<file path="config.mk">
export PLATFORM = sky130hd
export DESIGN_NAME = memory_arbiter
export DESIGN_NICKNAME = d
export VERILOG_FILES = /design/src/rtl/memory_arbiter.sv
export SDC_FILE = /design/constraint.sdc
export NUM_CORES = 1
export LEC_CHECK = 0
export CAP_MARGIN = 25
export CORE_AREA = 4 4 103 105
export DETAILED_ROUTE_END_ITERATION = 8
export DIE_AREA = 0 0 107 109
export GPL_TIMING_DRIVEN = 0
export PLACE_DENSITY = 0.71
export SYNTH_ARGS = -nofsm -noshare
export SYNTH_HDL_FRONTEND = slang
export SYNTH_SLANG_ARGS = --single-unit
</file>
<file path="constraint.sdc">
create_clock -name CLK -period 2.5 [get_ports CLK]
set_input_delay 0.375 -clock CLK [delete_from_list [all_inputs] [get_ports CLK]]
set_output_delay 0.375 -clock CLK [all_outputs]
set_load 0.005 [all_outputs]
</file>
<file path="src/rtl/memory_arbiter.sv">
// Arbiter that shares one RAM port between the icache (read-only) and the dcache (read/write).
// Optional wait-cycle performance counters are built when MEMARB_PERF_EN is defined.
module memory_arbiter #(
  parameter int unsigned MAX_STARVE = 4
) (
  input  logic        CLK,
  input  logic        RST,
  // icache side
  input  logic        iREN,
  input  logic [31:0] iaddr,
  output logic        iwait,
  output logic [31:0] iload,
  // dcache side
  input  logic        dREN,
  input  logic        dWEN,
  input  logic [31:0] daddr,
  input  logic [31:0] dstore,
  output logic        dwait,
  output logic [31:0] dload,
  // RAM side
  output logic        ramREN,
  output logic        ramWEN,
  output logic [31:0] ramaddr,
  output logic [31:0] ramstore,
  input  logic [31:0] ramload,
  input  logic [1:0]  ramstate,
  // debug
  output logic [1:0]  owner
`ifdef MEMARB_PERF_EN
  ,
  output logic [31:0] icnt_wait,
  output logic [31:0] dcnt_wait
`endif
);

  typedef enum logic [1:0] {
    IDLE = 2'd0,
    IGNT = 2'd1,
    DGNT = 2'd2
  } state_e;

  localparam logic [1:0] RAM_ACCESS = 2'd2;

  localparam int unsigned CNT_W = $clog2(MAX_STARVE + 1);
  localparam logic [CNT_W-1:0] STARVE_LIMIT = CNT_W'(MAX_STARVE);

  state_e           state_q, state_d;
  logic [CNT_W-1:0] starve_q, starve_d;

  logic d_req;
  logic ram_done;
  logic i_starved;

  assign d_req     = dREN | dWEN;
  assign ram_done  = (ramstate == RAM_ACCESS);
  assign i_starved = iREN && (starve_q == STARVE_LIMIT);

  // NOTE: sequential state uses non-blocking assignments only, so every flop
  // samples the pre-edge values and simulation order cannot change the result.
  always_ff @(posedge CLK) begin
    if (RST) begin
      state_q  <= IDLE;
      starve_q <= '0;
    end else begin
      state_q  <= state_d;
      starve_q <= starve_d;
    end
  end

  // NOTE: every output and next-state variable gets a default before the case,
  // so no path leaves a signal unassigned and no latch is inferred.
  always_comb begin
    state_d  = state_q;
    starve_d = starve_q;
    ramREN   = 1'b0;
    ramWEN   = 1'b0;
    ramaddr  = '0;
    ramstore = '0;
    iwait    = 1'b1;
    iload    = '0;
    dwait    = 1'b1;
    dload    = '0;

    unique case (state_q)
      IDLE: begin
        if (d_req && !i_starved) begin
          state_d = DGNT;
          // Count dcache wins only while the icache is actually waiting.
          if (iREN) begin
            starve_d = (starve_q == STARVE_LIMIT) ? starve_q : starve_q + CNT_W'(1);
          end else begin
            starve_d = '0;
          end
        end else if (iREN) begin
          state_d  = IGNT;
          starve_d = '0;
        end else begin
          starve_d = '0;
        end
      end

      IGNT: begin
        ramaddr = iaddr;
        ramREN  = iREN;
        iwait   = ~ram_done;
        iload   = ramload;
        // Return to IDLE after completion so a held request is not replayed.
        if (ram_done || !iREN) begin
          state_d = IDLE;
        end
      end

      DGNT: begin
        ramaddr  = daddr;
        ramstore = dstore;
        ramWEN   = dWEN;
        ramREN   = dREN & ~dWEN;
        dwait    = ~ram_done;
        dload    = ramload;
        if (ram_done || !d_req) begin
          state_d = IDLE;
        end
      end

      default: begin
        state_d = IDLE;
      end
    endcase
  end

  assign owner = state_q;

`ifdef MEMARB_PERF_EN
  logic [31:0] icnt_q, dcnt_q;

  // Stall counters: one tick per cycle a requester is asking and being held off.
  always_ff @(posedge CLK) begin
    if (RST) begin
      icnt_q <= '0;
      dcnt_q <= '0;
    end else begin
      if (iREN && iwait) begin
        icnt_q <= icnt_q + 32'd1;
      end
      if (d_req && dwait) begin
        dcnt_q <= dcnt_q + 32'd1;
      end
    end
  end

  assign icnt_wait = icnt_q;
  assign dcnt_wait = dcnt_q;
`endif

endmodule
</file>
==> impl_metrics.py <==
metrics = {
    "run_status": {
        "status": "finished clean",
    },
    "clock_network": {
        "clk-insertion-delay-late_ps": 220,
        "htree_levels": 1,
        "cts.clk_slew.worst_paths_ps": 40,
        "clockBufferDepth": 2,
        "cts_root_buf": "clkbuf_8",
        "ctsHoldBuffers": 0,
        "clock_sinks": 5,
        "cts_tree": "yes",
        "numCtsBuffers": 3,
    },
    "detailed_routing": {
        "drtIter0Drc": 91,
        "antenna_left": 0,
        "drtPass1Iterations": 4,
        "drcViolationCount": 0,
        "route.vias.total": 2579,
        "wl_per_cell_um": 15.9,
        "routed_wl_um": 10000,
        "via_per_inst": 4.09,
    },
    "power": {
        "p_per_area_mw_per_mm2": 293,
        "combPwrFrac_pct": 81.1,
        "p_seq_share_pct": 7.6,
        "p_int_mw": 0.887,
        "power_switching_mw": 0.432,
        "p_leak_nw": 1.63,
        "p_sw_share_pct": 32.7,
        "ir_drop_mv": 0.421,
        "power_frac_clock_pct": 11.3,
    },
    "global_route": {
        "grt_use_total_pct": 15.9,
        "grt_pass1_wl_um": 14900,
        "grt_max_degree": 11,
        "grt_overflow_total": 0,
        "grt_pass1_vias": 2747,
        "antenna_found_initial": 0,
    },
    "cells_and_area": {
        "final_util_pct": 46.6,
        "area_growth_pct": 194,
        "finalNonFillerCells": 631,
        "n_fill_cell": 960,
        "drive_gt1_share_pct": 6.02,
        "final_common_cell": "clkdlybuf4s50_1",
        "mostFrequentLayoutCells": "268 x clkdlybuf4s50_1, 96 x and2_1, 32 x a22oi_1, 32 x nor2b_1, 6 x clkbuf_2",
        "antennaDiodeCount": 0,
        "finalNetCount": 640,
    },
    "floorplanning": {
        "num_rows": 36,
        "start_util_pct": 15.9,
        "num_io_pins": 269,
        "fp.dieW_um": 107,
        "die-height_um": 109,
        "fp.dieArea_mm2": 0.0117,
        "core_area_mm2": 0.00964,
    },
    "timing": {
        "fmax_ghz": 0.417,
        "finalCritPeriodShare_pct": 95.9,
        "final.setup.worst_slack_ps": 102,
        "tightestPinTransition_ps": 337,
        "drv_slew": 0,
        "timing.hold.ws_ps": 504,
        "maxSlewHeadroom_pct": 77.5,
        "finClkSkew_ps": 1.32,
        "setup_violations": 0,
        "period_minus_slack_ps": 2400,
        "rsz0062_at_grt": "yes",
        "hold_viol": 0,
    },
    "critical_path": {
        "crit_start": "owner[1]",
        "rrSetupSlack_ps": 960,
        "worstReg2RegStart": "owner[0]",
        "cp_cell_sequence": "inv_2, ha_2, buf_6, clkbuf_1, and2_1, clkdlybuf4s50_1",
        "crit_buf_inv": 4,
        "worstSetupPathType": "reg2out",
        "crit_fanout": 10,
        "cp-end-kind": "output pin",
        "critPathLaunchType": "flop",
        "crit_arrival_ps": 2020,
        "critical_path.top_delay_family": "buffers and inverters",
        "slowest_delay_ps": 520,
        "worstPathRequired_ps": 2120,
        "slowest_stage": "clkdlybuf4s50_1",
    },
    "synth": {
        "syn_inst": 225,
        "yosysWarnings": 0,
        "netlist_area_mm2": 0.00153,
        "ys_types": 26,
        "yosysSeqAreaShare_pct": 6.55,
        "syn_nets": 366,
        "synth.avg_cell_area_um2": 6.80,
        "ys_ff_latch": 5,
    },
    "placement": {
        "place_ws_ps": -20.9,
        "place.port_buffers": 268,
        "place_inst": 626,
        "dpl.hpwl_um": 8680,
        "gp_congestion": 0.833,
    },
    "job": {
        "drv_cap": 0,
    },
    "hold_path": {
        "hold_path.class": "reg2reg",
        "holdCritStartpoint": "owner[0]",
    },
}
-- path summary, 6_finish.rpt --
kind                                   to  depth (start not counted)
worst max-delay path            iload[26]                          6
worst min-delay path             owner[0]                          2
worst max register to register   owner[1]                          6
worst min register to register   owner[0]                          2
-- flip-flops by register name, indices dropped and copies added, names as in the netlist --
name and count:
owner 2, starve_q 3
-- power groups by stage --
stage | Combinational [mW] | Sequential, mW | Clock (mW)
floorplan | 0.374 | 0.0983 | 0
global placement | 1.02 | 0.0992 | 0
detailed placement | 1.03 | 0.0998 | 0
CTS | 1.05 | 0.0987 | 0.151
global route | 1.16 | 0.101 | 0.158
finish | 1.07 | 0.0999 | 0.149
-- what timing repair did --
action                                  in CTS  in global routing
endpoints found under the setup margin      78                102
gates cloned                                 0                  0
gates resized for setup                     11                 25
setup buffers                                0                  1
-- area by class of cell --
| type | count | area [um2] | share of cell area [%] |
|---|---|---|---|
| buffer | 21 | 139 | 3.09 |
| clock buffer | 4 | 45.0 | 1.00 |
| inverter | 4 | 15.0 | 0.334 |
| multi-input combinational | 195 | 1340 | 29.8 |
| sequential | 5 | 101 | 2.25 |
| tap | 133 | 166 | 3.70 |
| timing repair buffer | 269 | 2690 | 59.8 |
-- through the flow --
step | TNS, ps | instance area (um2) | power [mW]
after global placement | -14.3 | 4380 | 1.12
final | 0 | 4500 | 1.32
after CTS | -4.34 | 4440 | 1.30
after global routing | -247 | 4500 | 1.42
after floorplan | 0 | 1530 | 0.473
after detailed placement | -32.7 | 4380 | 1.13
-- tightest hold or removal path, cell delays in order, from the launching register on --
cell      delay [ps]
dfxtp_2          330
nand2b_1          70
mux2i_1           50
-- cell usage after synthesis, drive strengths merged --
cell,number,area (um2)
a21boi,1,7.51
a21o,1,7.51
a221oi,1,15.0
a22oi,32,240
a31oi,1,6.26
and2,97,608
and2b,1,7.51
buf,7,37.5
clkbuf,14,52.6
dfxtp,5,100
ha,6,75.1
inv,4,15.0
mux2i,3,30.0
nand2,5,18.8
nand2b,2,12.5
nand3b,3,22.5
nor2,6,32.5
nor2b,33,214
or3b,1,8.76
xnor2,1,8.76
xor2,1,8.76
-- cells by family after synthesis --
family	count (synthesis)	share of synthesized area [%]
compound gates	36	18.1
buf+inv	25	6.87
xor+xnor	2	1.15
mux	3	1.96
flops	5	6.55
fa+ha+maj	6	4.91
simple gates	148	60.5
-- routing by layer --
layer | vias up | wire, um | global-route usage (%)
li1 | 1286 | - | -
met1 | 1163 | 3940 | 18.1
met2 | 120 | 5170 | 30.6
met3 | 10 | 809 | 3.79
met4 | 0 | 128 | 2.37
met5 | - | 0 | 0
Note: power is estimated with default switching activity, not from simulation.
